## src/rtl/sha1pad_if.sv

```systemverilog
// Byte-in / word-out stream interface of the SHA-1 message padder.
// The master modport is the padder itself; the slave modport is its environment.
interface sha1pad_if;
  logic        in_valid;
  logic        in_ready;
  logic [7:0]  in_data;
  logic        in_last;
  logic        out_valid;
  logic        out_ready;
  logic [31:0] out_data;
  logic        out_first;
  logic        out_end;
  logic        out_final;

  modport master (
    input  in_valid, in_data, in_last, out_ready,
    output in_ready, out_valid, out_data, out_first, out_end, out_final
  );

  modport slave (
    output in_valid, in_data, in_last, out_ready,
    input  in_ready, out_valid, out_data, out_first, out_end, out_final
  );
endinterface

```

## src/rtl/sha1pad.sv

```systemverilog
// SHA-1 message padder: packs bytes into big-endian words, then emits the 0x80 marker,
// zero fill and the 64-bit bit length, in 16-word blocks.
module sha1pad #(
  parameter int unsigned LEN_W = 61
) (
  input  logic      clk,
  input  logic      reset,
  sha1pad_if.master bus
);

  typedef enum logic [2:0] {StData, StPad, StZero, StLenHi, StLenLo} state_e;

  state_e             state_q, state_d;
  logic [1:0]         pos_q, pos_d;
  logic [3:0]         idx_q, idx_d;
  logic [LEN_W-1:0]   cnt_q, cnt_d;
  logic [31:0]        wbuf_q, wbuf_d;
  logic [31:0]        word_q, word_d;
  logic               valid_q, valid_d;
  logic               last_q, last_d;

  logic               in_fire, out_fire;
  logic [31:0]        byte_word, pad_word;
  logic [63:0]        len_bits;

  assign in_fire  = bus.in_valid && bus.in_ready;
  assign out_fire = valid_q && bus.out_ready;
  assign len_bits = 64'({cnt_q, 3'b000});

  // Buffer with the incoming byte merged in, and the same followed by the 0x80 marker.
  always_comb begin
    case (pos_q)
      2'd0: begin
        byte_word = {bus.in_data, wbuf_q[23:0]};
        pad_word  = {bus.in_data, 24'h80_0000};
      end
      2'd1: begin
        byte_word = {wbuf_q[31:24], bus.in_data, wbuf_q[15:0]};
        pad_word  = {wbuf_q[31:24], bus.in_data, 16'h8000};
      end
      2'd2: begin
        byte_word = {wbuf_q[31:16], bus.in_data, wbuf_q[7:0]};
        pad_word  = {wbuf_q[31:16], bus.in_data, 8'h80};
      end
      default: begin
        byte_word = {wbuf_q[31:8], bus.in_data};
        pad_word  = 32'h8000_0000;
      end
    endcase
  end

  always_ff @(posedge clk or posedge reset) begin
    if (reset) state_q <= StData;
    else       state_q <= state_d;
  end

  always_comb begin
    state_d = state_q;
    unique case (state_q)
      StData: begin
        if (out_fire && last_q)                                 state_d = StPad;
        else if (in_fire && bus.in_last && pos_q != 2'd3)       state_d = StPad;
      end
      StPad:   if (out_fire) state_d = (idx_q == 4'd13) ? StLenHi : StZero;
      StZero:  if (out_fire && idx_q == 4'd13) state_d = StLenHi;
      StLenHi: if (out_fire) state_d = StLenLo;
      StLenLo: if (out_fire) state_d = StData;
      default: state_d = StData;
    endcase
  end

  always_comb begin
    pos_d   = pos_q;
    idx_d   = idx_q;
    cnt_d   = cnt_q;
    wbuf_d  = wbuf_q;
    word_d  = word_q;
    valid_d = valid_q;
    last_d  = last_q;
    if (out_fire) idx_d = idx_q + 4'd1;
    unique case (state_q)
      StData: begin
        if (in_fire) begin
          cnt_d = cnt_q + LEN_W'(1);
          pos_d = pos_q + 2'd1;
          if (pos_q == 2'd3) begin
            word_d  = byte_word;
            valid_d = 1'b1;
            wbuf_d  = '0;
            last_d  = bus.in_last;
          end else if (bus.in_last) begin
            word_d  = pad_word;
            valid_d = 1'b1;
            wbuf_d  = '0;
            pos_d   = 2'd0;
          end else begin
            wbuf_d = byte_word;
          end
        end
        // A final byte at position 3 leaves a full data word; the marker gets a word of its own.
        if (out_fire) begin
          if (last_q) begin
            word_d = 32'h8000_0000;
            last_d = 1'b0;
          end else begin
            valid_d = 1'b0;
          end
        end
      end
      StPad, StZero: begin
        if (out_fire) word_d = (idx_q == 4'd13) ? len_bits[63:32] : 32'h0;
      end
      StLenHi: begin
        if (out_fire) word_d = len_bits[31:0];
      end
      StLenLo: begin
        if (out_fire) begin
          valid_d = 1'b0;
          cnt_d   = '0;
          pos_d   = 2'd0;
          idx_d   = 4'd0;
          wbuf_d  = '0;
        end
      end
      default: ;
    endcase
  end

  always_ff @(posedge clk or posedge reset) begin
    if (reset) begin
      pos_q   <= 2'd0;
      idx_q   <= 4'd0;
      cnt_q   <= '0;
      wbuf_q  <= '0;
      word_q  <= '0;
      valid_q <= 1'b0;
      last_q  <= 1'b0;
    end else begin
      pos_q   <= pos_d;
      idx_q   <= idx_d;
      cnt_q   <= cnt_d;
      wbuf_q  <= wbuf_d;
      word_q  <= word_d;
      valid_q <= valid_d;
      last_q  <= last_d;
    end
  end

  always_comb begin
    bus.in_ready  = !reset && (state_q == StData) && !valid_q;
    bus.out_valid = valid_q;
    bus.out_data  = word_q;
    bus.out_first = valid_q && (idx_q == 4'd0);
    bus.out_end   = valid_q && (idx_q == 4'd15);
    bus.out_final = valid_q && (idx_q == 4'd15) && (state_q == StLenLo);
  end

endmodule

```

## src/flat_wrapper.sv

```systemverilog
// flat-port wrapper written by rule: the top's interface ports become plain ports
module sha1pad_flat 
#(
  parameter int unsigned LEN_W = 61
)
  (clk, reset, bus_in_valid, bus_in_data, bus_in_last, bus_out_ready, bus_in_ready, bus_out_valid, bus_out_data, bus_out_first, bus_out_end, bus_out_final);
  sha1pad_if bus_i ();
  input  logic clk;
  input  logic reset;
  input wire logic [$bits(bus_i.in_valid)-1:0] bus_in_valid;
  input wire logic [$bits(bus_i.in_data)-1:0] bus_in_data;
  input wire logic [$bits(bus_i.in_last)-1:0] bus_in_last;
  input wire logic [$bits(bus_i.out_ready)-1:0] bus_out_ready;
  output wire logic [$bits(bus_i.in_ready)-1:0] bus_in_ready;
  output wire logic [$bits(bus_i.out_valid)-1:0] bus_out_valid;
  output wire logic [$bits(bus_i.out_data)-1:0] bus_out_data;
  output wire logic [$bits(bus_i.out_first)-1:0] bus_out_first;
  output wire logic [$bits(bus_i.out_end)-1:0] bus_out_end;
  output wire logic [$bits(bus_i.out_final)-1:0] bus_out_final;
  assign bus_i.in_valid = bus_in_valid;
  assign bus_i.in_data = bus_in_data;
  assign bus_i.in_last = bus_in_last;
  assign bus_i.out_ready = bus_out_ready;
  assign bus_in_ready = bus_i.in_ready;
  assign bus_out_valid = bus_i.out_valid;
  assign bus_out_data = bus_i.out_data;
  assign bus_out_first = bus_i.out_first;
  assign bus_out_end = bus_i.out_end;
  assign bus_out_final = bus_i.out_final;
  sha1pad #(.LEN_W(LEN_W)) u_core (.clk(clk), .reset(reset), .bus(bus_i));
endmodule
```

## config.mk

```make
export PLATFORM = sky130hd
export DESIGN_NAME = sha1pad_flat
export DESIGN_NICKNAME = d
export VERILOG_FILES = /design/src/rtl/sha1pad_if.sv /design/src/rtl/sha1pad.sv /design/src/flat_wrapper.sv
export SDC_FILE = /design/constraint.sdc
export NUM_CORES = 1
export LEC_CHECK = 0
export ABC_CLOCK_PERIOD_IN_PS = 5260
export CAP_MARGIN = 0
export CORE_AREA = 2 2 124 126
export DETAILED_ROUTE_END_ITERATION = 8
export DIE_AREA = 0 0 126 128
export PLACE_DENSITY = 0.68
export SETUP_SLACK_MARGIN = 0.4
export SLEW_MARGIN = 20
export SYNTH_ARGS = -nofsm -noshare
export SYNTH_HDL_FRONTEND = slang
export SYNTH_SLANG_ARGS = --single-unit
```

## constraint.sdc

```tcl
create_clock -name clk -period 5.26 [get_ports clk]
set_input_delay 0.789 -clock clk [delete_from_list [all_inputs] [get_ports clk]]
set_output_delay 0.789 -clock clk [all_outputs]
set_load 0.02 [all_outputs]
```

==> flow_summary.yaml <==
outcome:
  run_status: "complete, no violations"
clock_tree:
  ctsHoldBuffers: 0
  clockBufferDepth: 2
  cts_setup_buffers: 0
  cts.sinks: 128
  cts_buffers: 17
  cts-resized-gates: 0
  cts_htree_levels: 4
  root_buffer: "clkbuf_16"
  clock_latency_ns: 0.42
  cts_tree: "yes"
  clk_pin_slew_worst_paths_ns: 0.06
power:
  ir_drop_uv: 289.7
  p_per_area_nw_per_um2: 509.4
  leakage_nw: 3.416
critical_path:
  critPathSlowestCell: "or4_1"
  critPathBufInv: 2
  cp_max_fo: 17
  cp-end-kind: "flop"
  cp_top_family: "simple AND/OR/NAND/NOR gates"
  path_common_cell: "or4_1"
  required_ns: 5.61
  cpPeakStageDelay_ns: 0.82
  r2r_cells: 6
  start_kind: "primary input"
  cp.depth: 7
  worstPathArrival_ns: 3.67
  path_cells: "clkdlybuf4s50_1 > and2_1 > a22oi_1 > buf_4 > or4_1 > or4_1 > a21oi_1"
  critPathKind: "primary input to flop"
place:
  dp.cells: 1004
  placed_area_um2: 7853
  dp.final_hpwl_mm: 15.21
  portBuffers: 49
  post-place-ws_ns: 1.546
  routabilityCongestion: 0.9225
synthesis:
  ys_seq_area_share_pct: 44.35
  synth_warnings: 0
  synth_most_common_cell: "dfrtp_1"
  postSynthCellCount: 808
  yosys.cell_types.count: 57
  yosys.area.top_type_share_pct: 44.35
  syn_avg_cell_area_um2: 8.938
  synth_nets: 831
  synth_seq_cells: 128
  ys_top_cells_by_count: "dfrtp_1 (128), nand2_1 (74), a21oi_1 (59), o21ai_0 (58), nor2_1 (54)"
  postSynth.asyncResetShare_pct: 100.0
  synth_largest_area_cell: "dfrtp_1"
  synth-edff-count: 0
  synth_ff_type: "dfrtp_1"
  synthesis.area_um2: 7222
  synth_area_leaders: "dfrtp_1 (44%), a21oi_1 (4.1%), o21ai_0 (4.0%)"
grt:
  grt_max_degree: 90
  grt_pass1_wl_mm: 35.95
  grt_overflow_total: 0
  grt_pass1_vias: 6624
  grtUsageTotal_pct: 28.35
  antenna_found_initial: 0
timing:
  min_period_ns: 3.323
  rsz0062_at_grt: "no"
  slew_headroom_pct: 25.66
  tightestPinTransition_ns: 1.105
  clock_skew_ns: 0.007905
  drv_slew: 0
  setup_violations: 0
  fmax_ghz: 0.3009
  hold_viol: 0
  fin_ws_ns: 1.937
  tns_ns: 0
  whs_ns: 0.4959
  post-route-period-util_pct: 63.17
floorplanning:
  core-area_um2: 14860
  die_w_um: 126
  die_y_um: 128
  ios: 50
  dieArea_um2: 16130
  start_util_pct: 48.59
  num_rows: 45
finish:
  area_growth_pct: 17.52
  diodes: 0
  regArea_um2: 3203
  design_area_um2: 8487
  nets: 859
  multi_input_area_um2: 3771
  drive_gt1_share_pct: 5.903
  fill_cells: 1283
  final_cells: 1035
route:
  wl_per_cell_um: 21.56
  drt_first_pass_iters: 5
  wl_mm: 22.31
  drc_errors: 0
  ant_nets: 0
  vias_per_cell: 6.648
  drtIter0Drc: 890
  vias: 6881
job:
  cap_violations: 0
worst_hold_path:
  hold_class: "flop to flop"
  hold_depth: 1
-- where the power goes --
group / internal, W / total [W] / switching, W
logic: 0.000681 / 0.00163 / 0.000947
registers: 0.00122 / 0.00144 / 0.000227
clock network: 0.000824 / 0.00125 / 0.000428
total: 0.00272 / 0.00432 / 0.00160
-- layout by cell type (no fill, tap or decap), drive strengths merged, types with 8 or more instances in the layout --
master / instances
nand4: 37
a21boi: 8
or3: 20
xor2: 16
o22ai: 8
clkbuf: 24
dfrtp: 128
a221o: 8
and2: 9
ha: 10
xnor2: 10
o21ai: 79
nand3: 34
nand2: 74
clkdlybuf4s50: 49
and3: 8
a2bb2oi: 17
inv: 16
a21oi: 59
a22o: 23
nor4: 12
or4: 11
nor3: 20
buf: 13
nor2: 54
a221oi: 17
o31ai: 11
-- area by class of cell --
cell class / instances / share of cell area, %
clock buffers: 24 / 5.676
clock inverters: 6 / 1.533
inverters: 16 / 0.7666
multi-input cells: 611 / 44.43
flip-flops and latches: 128 / 37.74
well taps: 188 / 2.772
repair buffers: 62 / 7.077
-- sequential cells by signal, summed over array words and instances (netlist names), named ones only --
signal / cells
u_core.pos_q: 2
u_core.last_q: 1
u_core.wbuf_q: 24
u_core.bus.out_data: 32
u_core.state_q: 3
u_core.idx_q: 1
u_core.bus.out_valid: 1
u_core.cnt_q: 61
-- final timing paths --
kind | startpoint | endpoint | slack, ns
worst max register to register | u_core.state_q[2] | u_core.cnt_q[31] | 2.16
worst min register to register | u_core.wbuf_q[19] | u_core.wbuf_q[19] | 0.50
max in group asynchronous | reset | u_core.cnt_q[55] | 3.15
worst min-delay path | u_core.wbuf_q[19] | u_core.wbuf_q[19] | 0.50
worst max-delay path | bus_out_ready | u_core.cnt_q[31] | 1.94
min in group asynchronous | reset | u_core.bus.out_data[31] | 1.00
-- stage by stage --
| step | utilization, % | total power, W |
|---|---|---|
| 2_1_floorplan | - | 0.002471 |
| 3_3_place_gp | 52.83 | 0.003004 |
| 3_5_place_dp | 52.83 | 0.003055 |
| 4_1_cts | 56.94 | 0.004311 |
| 5_1_grt | 57.10 | 0.004546 |
| 6_report | 57.10 | 0.004324 |
-- metal layers --
metal / wire [µm] / global-route usage [%]
met3: 1744 / 5.342
met2: 10390 / 43.93
met1: 9508 / 39.21
met5: 0 / 0
met4: 675 / 12.02
-- cell families (layout without fill, tap and decap cells) --
logic type | Yosys count | in the layout | share of synthesized area, %
DFF | 128 | 128 | 44.35
xor gates and xnor gates | 26 | 26 | 3.153
AOI/OAI and AO/OA | 272 | 272 | 25.00
adders and majority gates | 10 | 10 | 1.733
muxes | 3 | 3 | 0.4158
buffers and inverters | 69 | 108 | 3.759
and+or+nand+nor | 300 | 300 | 21.59
Note: power is estimated with default switching activity, not from simulation.
